==> config.mk <==
export PLATFORM = sky130hd
export DESIGN_NAME = tdc_frame_sched_flat
export DESIGN_NICKNAME = d
export VERILOG_FILES = /design/src/rtl/tdc_frame_sched_if.sv /design/src/rtl/tdc_frame_sched.sv /design/src/flat_wrapper.sv
export SDC_FILE = /design/constraint.sdc
export NUM_CORES = 1
export LEC_CHECK = 0
export ABC_AREA = 1
export CAP_MARGIN = 20
export CORE_ASPECT_RATIO = 1.4
export CORE_MARGIN = 3
export CORE_UTILIZATION = 47
export DETAILED_ROUTE_END_ITERATION = 8
export GPL_ROUTABILITY_DRIVEN = 0
export GPL_TIMING_DRIVEN = 0
export PLACE_DENSITY = 0.82
export REMOVE_ABC_BUFFERS = 1
export SLEW_MARGIN = 20
export SYNTH_ARGS = -nofsm -noshare
export SYNTH_HDL_FRONTEND = slang
export SYNTH_SLANG_ARGS = --single-unit
export TNS_END_PERCENT = 10
==> constraint.sdc <==
create_clock -name clk -period 2.77 [get_ports clk]
set_clock_uncertainty 0.2 [all_clocks]
set_input_delay 0.554 -clock clk [delete_from_list [all_inputs] [get_ports clk]]
set_output_delay 0.554 -clock clk [all_outputs]
set_load 0.03 [all_outputs]
==> src/rtl/tdc_frame_sched_if.sv <==
// Bus bundle between the frame scheduler, the TDC capture units, the multiply/sum tree
// and the host result port. The slave modport is the scheduler side.
interface tdc_frame_sched_if #(
    parameter int NCH = 8
);
    logic                  arm;
    logic [NCH-1:0]        ch_vld;
    logic [NCH-1:0][9:0]   ch_int;
    logic [NCH-1:0][6:0]   ch_frac;
    logic                  mlt_start;
    logic [NCH-1:0][9:0]   mlt_int;
    logic [NCH-1:0][6:0]   mlt_frac;
    logic [19:0]           mlt_sum;
    logic                  mlt_dval;
    logic [19:0]           res_data;
    logic [NCH-1:0]        res_miss;
    logic                  res_valid;
    logic                  res_ready;
    logic                  busy;
    logic [15:0]           drop_cnt;

    modport slave (
        input  arm, ch_vld, ch_int, ch_frac, mlt_sum, mlt_dval, res_ready,
        output mlt_start, mlt_int, mlt_frac, res_data, res_miss, res_valid, busy, drop_cnt
    );

    modport master (
        output arm, ch_vld, ch_int, ch_frac, mlt_sum, mlt_dval, res_ready,
        input  mlt_start, mlt_int, mlt_frac, res_data, res_miss, res_valid, busy, drop_cnt
    );
endinterface

==> src/rtl/tdc_frame_sched.sv <==
// Frame sequencer for the coarse*50+fine tree: collects one hit per channel, launches the
// tree, averages 2^AVG_LOG2 sums. Define TDC_SCHED_DROP_CNT_EN to build the drop counter.
module tdc_frame_sched #(
    parameter int NCH      = 8,
    parameter int AVG_LOG2 = 4,
    parameter int TMO_CYC  = 1023
) (
    input  logic              clk,
    input  logic              rst,
    tdc_frame_sched_if.slave  bus
);
    localparam int ACC_W = 20 + AVG_LOG2;
    localparam int FC_W  = AVG_LOG2 + 1;
    localparam int TMR_W = $clog2(TMO_CYC + 1);
    localparam logic [FC_W-1:0]  FRAMES  = FC_W'(2 ** AVG_LOG2);
    localparam logic [TMR_W-1:0] TMR_END = TMR_W'(TMO_CYC - 1);

    typedef enum logic [2:0] {
        S_IDLE    = 3'd0,
        S_COLLECT = 3'd1,
        S_LAUNCH  = 3'd2,
        S_WAIT    = 3'd3,
        S_OUT     = 3'd4
    } state_t;

    state_t             r_state;
    state_t             w_state_next;
    logic [NCH-1:0]     r_hit;
    logic [NCH-1:0]     r_miss;
    logic [TMR_W-1:0]   r_tmr;
    logic [ACC_W-1:0]   r_acc;
    logic [FC_W-1:0]    r_fcnt;
    logic               r_start;
    logic               r_valid;
    logic [19:0]        r_res_data;
    logic [NCH-1:0]     r_res_miss;
    logic [9:0]         r_int  [NCH];
    logic [6:0]         r_frac [NCH];

    logic [NCH-1:0]     w_take;
    logic [NCH-1:0]     w_hit_next;
    logic               w_full;
    logic               w_tmo;
    logic               w_tmo_miss;
    logic               w_open;
    logic               w_frame_done;
    logic [ACC_W-1:0]   w_acc_sum;

    assign w_open       = (r_state == S_IDLE) && bus.arm;
    assign w_take       = bus.ch_vld & ~r_hit;
    assign w_hit_next   = r_hit | bus.ch_vld;
    assign w_full       = &w_hit_next;
    assign w_tmo        = (r_tmr == TMR_END);
    assign w_tmo_miss   = (r_state == S_COLLECT) && w_tmo && !w_full;
    assign w_frame_done = ((r_fcnt + 1'b1) == FRAMES);
    assign w_acc_sum    = r_acc + ACC_W'(bus.mlt_sum);

    always_ff @(posedge clk or negedge rst) begin
        if (!rst) begin
            r_state <= S_IDLE;
        end else begin
            r_state <= w_state_next;
        end
    end

    always_comb begin
        w_state_next = r_state;
        case (r_state)
            S_IDLE:    if (bus.arm) w_state_next = S_COLLECT;
            S_COLLECT: if (w_full || w_tmo) w_state_next = S_LAUNCH;
            S_LAUNCH:  w_state_next = S_WAIT;
            S_WAIT:    if (bus.mlt_dval) w_state_next = w_frame_done ? S_OUT : S_IDLE;
            S_OUT:     if (bus.res_ready) w_state_next = S_IDLE;
            default:   w_state_next = S_IDLE;
        endcase
    end

    // Start and valid are registered from the next state so they align exactly with
    // LAUNCH and OUT without a decode glitch on the outputs.
    always_ff @(posedge clk or negedge rst) begin
        if (!rst) begin
            r_hit      <= '0;
            r_miss     <= '0;
            r_tmr      <= '0;
            r_acc      <= '0;
            r_fcnt     <= '0;
            r_start    <= 1'b0;
            r_valid    <= 1'b0;
            r_res_data <= '0;
            r_res_miss <= '0;
        end else begin
            r_start <= (w_state_next == S_LAUNCH);
            r_valid <= (w_state_next == S_OUT);
            case (r_state)
                S_IDLE: begin
                    if (bus.arm) begin
                        r_hit <= '0;
                        r_tmr <= '0;
                    end
                end
                S_COLLECT: begin
                    r_hit <= w_hit_next;
                    r_tmr <= r_tmr + 1'b1;
                    if (w_tmo && !w_full) r_miss <= r_miss | ~w_hit_next;
                end
                S_WAIT: begin
                    if (bus.mlt_dval) begin
                        r_acc  <= w_acc_sum;
                        r_fcnt <= r_fcnt + 1'b1;
                        if (w_frame_done) begin
                            r_res_data <= w_acc_sum[AVG_LOG2 +: 20];
                            r_res_miss <= r_miss;
                        end
                    end
                end
                S_OUT: begin
                    if (bus.res_ready) begin
                        r_acc  <= '0;
                        r_fcnt <= '0;
                        r_miss <= '0;
                    end
                end
                default: ;
            endcase
        end
    end

    // Per-channel latches: cleared when a window opens, first strobe in the window wins.
    for (genvar gi = 0; gi < NCH; gi++) begin : g_ch
        always_ff @(posedge clk or negedge rst) begin
            if (!rst) begin
                r_int[gi]  <= '0;
                r_frac[gi] <= '0;
            end else if (w_open) begin
                r_int[gi]  <= '0;
                r_frac[gi] <= '0;
            end else if ((r_state == S_COLLECT) && w_take[gi]) begin
                r_int[gi]  <= bus.ch_int[gi];
                r_frac[gi] <= bus.ch_frac[gi];
            end
        end
        assign bus.mlt_int[gi]  = r_int[gi];
        assign bus.mlt_frac[gi] = r_frac[gi];
    end

`ifdef TDC_SCHED_DROP_CNT_EN
    logic [15:0] r_drop;
    logic [1:0]  w_drop_inc;
    logic [16:0] w_drop_sum;

    // An ignored arm and a timeout can land on the same cycle, so the step can be 2.
    assign w_drop_inc = {1'b0, bus.arm && (r_state != S_IDLE)} + {1'b0, w_tmo_miss};
    assign w_drop_sum = {1'b0, r_drop} + 17'(w_drop_inc);

    always_ff @(posedge clk or negedge rst) begin
        if (!rst) begin
            r_drop <= '0;
        end else begin
            r_drop <= w_drop_sum[16] ? 16'hFFFF : w_drop_sum[15:0];
        end
    end

    assign bus.drop_cnt = r_drop;
`else
    assign bus.drop_cnt = '0;
`endif

    assign bus.mlt_start = r_start;
    assign bus.res_valid = r_valid;
    assign bus.res_data  = r_res_data;
    assign bus.res_miss  = r_res_miss;
    assign bus.busy      = (r_state != S_IDLE);
endmodule
==> src/flat_wrapper.sv <==
// flat-port wrapper written by rule: the top's interface ports become plain ports
module tdc_frame_sched_flat 
#(
    parameter int NCH      = 8,
    parameter int AVG_LOG2 = 4,
    parameter int TMO_CYC  = 1023
)
  (clk, rst, bus_arm, bus_ch_vld, bus_ch_int, bus_ch_frac, bus_mlt_sum, bus_mlt_dval, bus_res_ready, bus_mlt_start, bus_mlt_int, bus_mlt_frac, bus_res_data, bus_res_miss, bus_res_valid, bus_busy, bus_drop_cnt);
  tdc_frame_sched_if #(.NCH(NCH)) bus_i ();
  input  logic clk;
  input  logic rst;
  input wire logic [$bits(bus_i.arm)-1:0] bus_arm;
  input wire logic [$bits(bus_i.ch_vld)-1:0] bus_ch_vld;
  input wire logic [$bits(bus_i.ch_int)-1:0] bus_ch_int;
  input wire logic [$bits(bus_i.ch_frac)-1:0] bus_ch_frac;
  input wire logic [$bits(bus_i.mlt_sum)-1:0] bus_mlt_sum;
  input wire logic [$bits(bus_i.mlt_dval)-1:0] bus_mlt_dval;
  input wire logic [$bits(bus_i.res_ready)-1:0] bus_res_ready;
  output wire logic [$bits(bus_i.mlt_start)-1:0] bus_mlt_start;
  output wire logic [$bits(bus_i.mlt_int)-1:0] bus_mlt_int;
  output wire logic [$bits(bus_i.mlt_frac)-1:0] bus_mlt_frac;
  output wire logic [$bits(bus_i.res_data)-1:0] bus_res_data;
  output wire logic [$bits(bus_i.res_miss)-1:0] bus_res_miss;
  output wire logic [$bits(bus_i.res_valid)-1:0] bus_res_valid;
  output wire logic [$bits(bus_i.busy)-1:0] bus_busy;
  output wire logic [$bits(bus_i.drop_cnt)-1:0] bus_drop_cnt;
  assign bus_i.arm = bus_arm;
  assign bus_i.ch_vld = bus_ch_vld;
  assign bus_i.ch_int = bus_ch_int;
  assign bus_i.ch_frac = bus_ch_frac;
  assign bus_i.mlt_sum = bus_mlt_sum;
  assign bus_i.mlt_dval = bus_mlt_dval;
  assign bus_i.res_ready = bus_res_ready;
  assign bus_mlt_start = bus_i.mlt_start;
  assign bus_mlt_int = bus_i.mlt_int;
  assign bus_mlt_frac = bus_i.mlt_frac;
  assign bus_res_data = bus_i.res_data;
  assign bus_res_miss = bus_i.res_miss;
  assign bus_res_valid = bus_i.res_valid;
  assign bus_busy = bus_i.busy;
  assign bus_drop_cnt = bus_i.drop_cnt;
  tdc_frame_sched #(.NCH(NCH), .AVG_LOG2(AVG_LOG2), .TMO_CYC(TMO_CYC)) u_core (.clk(clk), .rst(rst), .bus(bus_i));
endmodule
==> flow_metrics.py <==
metrics = {
    "sta": {
        "final.setup.worst_slack_ps": 169,
        "max_freq_mhz": 384,
        "final_max_slew_viol_count": 0,
        "fin_hold_ws_ps": 280,
        "finalCriticalPeriod_ps": 2600,
        "layout_worst_path_cycle_share": 0.939,
        "timing_hold_violations_final": 0,
        "setup_viol": 0,
        "grt_setup_unrepaired": "no",
        "max_transition_margin": 0.419,
        "worst_pin_slew_ps": 869,
    },
    "clock_tree": {
        "clk_root_buffer_cell": "clkbuf_16",
        "clk-insertion-delay-late_ps": 520,
        "h_tree_depth_reported_by_cts": 1,
        "clk_pin_slew_worst_paths_ps": 60,
        "cts.sinks": 224,
        "max-clock-path-buffers": 3,
        "post-cts-setup-buffers": 0,
        "clock_tree_from_tritoncts": "built",
        "cts-buffers-inserted": 24,
    },
    "floorplanning": {
        "floorplan.initialDensity": 0.484,
        "ioPinCount": 352,
        "design.core.area_um2": 22200,
        "die-height_um": 185,
        "fp.dieArea_um2": 24700,
        "core.rowCount": 64,
        "fp.dieW_um": 134,
    },
    "global_routing": {
        "grt.overflow.total": 0,
        "groute.layer.met2.usage": 0.470,
        "grt_util_met3": 0.0774,
        "grt.met1_usage": 0.300,
        "via_count_of_the_first_global_routing_pass": 9947,
        "grt_busiest_layer": "met2",
        "largest_net_degree_at_the_start_of_global_routing": 95,
        "grt_use_total": 0.264,
        "grt_antenna_before_repair": 1,
        "grt_first_pass_wirelength_um": 52200,
    },
    "placement": {
        "post_dp_cell_area_um2": 14400,
        "post-place-ws_ps": -627,
        "port_buffers": 335,
        "hpwlAfterDp_um": 25200,
        "placedCellCount": 1908,
    },
    "synthesis": {
        "most_used_standard_cells_in_the_synthesized_netlist": "258 x nand2_1, 235 x inv_1, 224 x dfrtp_1",
        "ys.flop_type": "dfrtp_1",
        "avg_synthesized_cell_area_um2": 8.12,
        "synth.area.mux_share": 0,
        "yosys.cell_count.top_type": "nand2_1",
        "synth_edf_count": 0,
        "ys_warn_count": 0,
        "synth_top_family_by_area": "simple AND/OR/NAND/NOR gates",
        "synth_top_area_cell": "dfrtp_1",
        "ys_ff_latch": 224,
        "synthAdderAreaFrac": 0.0298,
        "synthTopCellsByArea": "dfrtp_1 52%, nand3_1 9.9%, nand2_1 9.0%",
        "synth_async_sr_flop_share": 1.00,
        "synth_compound_area_frac": 0.0993,
        "synth_simple_gate_area_frac": 0.225,
        "synth_sequential_area_ratio": 0.522,
        "synth_xor_xnor_area_share": 0.00815,
        "synthesis.area_um2": 10700,
        "yosysTopAreaCellShare": 0.522,
        "synthDistinctLibCells": 37,
        "postSynthCellCount": 1323,
    },
    "power_and_ir_drop": {
        "net-switching-power_uw": 7650,
        "power_density_nw_per_um2": 1140,
        "switching_share": 0.437,
        "cell_internal_pwr_uw": 9860,
        "power.share.clock": 0.189,
        "p_comb_frac": 0.503,
        "share_seq_of_total_power": 0.308,
        "total_power_uw": 17500,
        "power_leakage_uw": 0.00764,
        "ir_drop_v": 0.000775,
    },
    "cells_and_area": {
        "nFillCells": 1770,
        "finish.instance_area_um2": 15300,
        "antennaDiodeCount": 0,
        "nets": 1832,
        "drive_gt1_frac": 0.0453,
        "multi_input_area_um2": 4090,
        "regArea_um2": 5610,
        "layout.cells.non_filler": 1953,
        "areaGrowthSynthToFinish_pct": 42.7,
    },
    "critical_path": {
        "cp.required_ps": 2020,
        "arrival_ps": 1850,
        "timing.rr.end": "u_core.bus.res_data[9]",
        "reg2regPathDepth": 8,
        "r2r-start": "u_core.r_state[2]",
        "critPathLaunch": "u_core.r_state[1]",
        "worst-setup-path-type": "flip-flop to output pin",
        "setup.worst_path.end": "bus_busy",
        "worst_setup_start_kind": "flip-flop",
        "end_kind": "output pin",
        "reg2reg_setup_slack_ps": 200,
        "critical_path.max_fanout": 3,
    },
    "detailed_routing": {
        "drt_pass1_iterations": 7,
        "drt-wirelength-per-cell_um": 17.2,
        "antenna_violating_nets_post_route": 0,
        "total_drc_errors_in_the_routed_layout": 0,
        "dr.first_iter.drc_count": 736,
        "vias": 9960,
        "viasPerCell": 5.10,
        "detailed_route_wl_um": 33500,
    },
    "job": {
        "drv_cap": 0,
    },
    "hold_path": {
        "timing.hold.worst.class": "flip-flop to flip-flop",
    },
    "run_status": {
        "status": "finished, final reports clean",
    },
}
[kinds of logic after synthesis]
logic type / after synthesis
simple gates: 546
buf+inv: 312
flops: 224
compound gates: 205
fa+ha+maj: 25
xor+xnor: 10
other cells: 1
[power by group through the flow]
| stage | registers, µW | clock network (µW) | logic [µW] |
|---|---|---|---|
| finish | 5390 | 3310 | 8820 |
| global route | 5540 | 3530 | 9450 |
| CTS | 5370 | 3360 | 8760 |
| detailed placement | 5410 | 0 | 8680 |
| global placement | 4780 | 0 | 6510 |
| floorplan | 7360 | 0 | 2960 |
[sequential cells by signal, summed over array words and instances, names as in the netlist, 3 cells and up]
| name | count |
|---|---|
| u_core.bus.res_miss | 8 |
| u_core.r_hit | 8 |
| u_core.r_miss | 8 |
| u_core.bus.mlt_frac | 56 |
| u_core.bus.mlt_int | 80 |
| u_core.r_state | 3 |
| u_core.r_fcnt | 5 |
| u_core.bus.res_data | 20 |
| u_core.r_acc | 24 |
| u_core.r_tmr | 10 |
[how the worst min path moves through the flow]
stage / cells after the start / end / start / slack (ps)
global route: 2 / u_core.bus.res_data[17] / u_core.bus.res_data[17] / 300
floorplan: 0 / u_core.bus.mlt_frac[0] / rst / 60
global placement: 2 / u_core.bus.res_data[10] / u_core.bus.res_data[10] / 260
CTS: 2 / u_core.bus.res_data[15] / u_core.bus.res_data[15] / 280
detailed placement: 2 / u_core.bus.res_data[9] / u_core.bus.res_data[9] / 270
finish: 2 / u_core.bus.res_data[17] / u_core.bus.res_data[17] / 280
[final cells by class]
| cell class | instances | area share |
|---|---|---|
| sequential | 224 | 0.366 |
| multi-input combinational | 802 | 0.267 |
| timing repair buffer | 342 | 0.230 |
| inverter | 244 | 0.0602 |
| clock buffer | 33 | 0.0460 |
| tap | 297 | 0.0242 |
| clock inverter | 11 | 0.00783 |
[metal layers]
layer | vias to the layer above | wire, µm
met4 | 2 | 1510
met2 | 400 | 16800
met5 | - | 13
li1 | 4836 | -
met1 | 4628 | 11900
met3 | 94 | 3260
[timing repair]
action	CTS	global route
pin swaps	0	0
hold buffers	1	0
gates cloned	0	0
hold endpoints to repair	56	0
gates resized for setup	6	12
endpoints found under the setup margin	155	136
[critical path, cell delays in order, from the launching register on]
cell             delay (ps)
dfrtp_1                 400
nor2_2                  240
nand2_1                  80
clkdlybuf4s50_1         610
[stage by stage]
step,TNS (ps),util
5_1_grt,0,0.691
6_report,0,0.691
3_3_place_gp,-2556640,0.640
3_5_place_dp,-46560,0.649
4_1_cts,-14450,0.688
2_1_floorplan,-193520,-
[layout by cell type, fill, tap and decap left out, types with 3 or more instances in the layout]
cell type,n
nand3b_1,7
ha_1,24
a22o_1,4
nor3_1,3
o21ai_1,156
clkdlybuf4s50_1,334
xor2_1,4
clkinv_2,4
buf_16,5
o21ai_0,7
inv_1,235
nand4_1,8
a21oi_1,22
o22ai_1,11
inv_2,7
xnor2_1,6
nand3_1,202
nand3_4,9
dfrtp_1,224
clkinvlp_4,3
conb_1,16
nor2_1,43
clkbuf_1,3
nand2_1,257
clkbuf_8,5
clkbuf_16,25
Power figures use the tool's default switching activity.
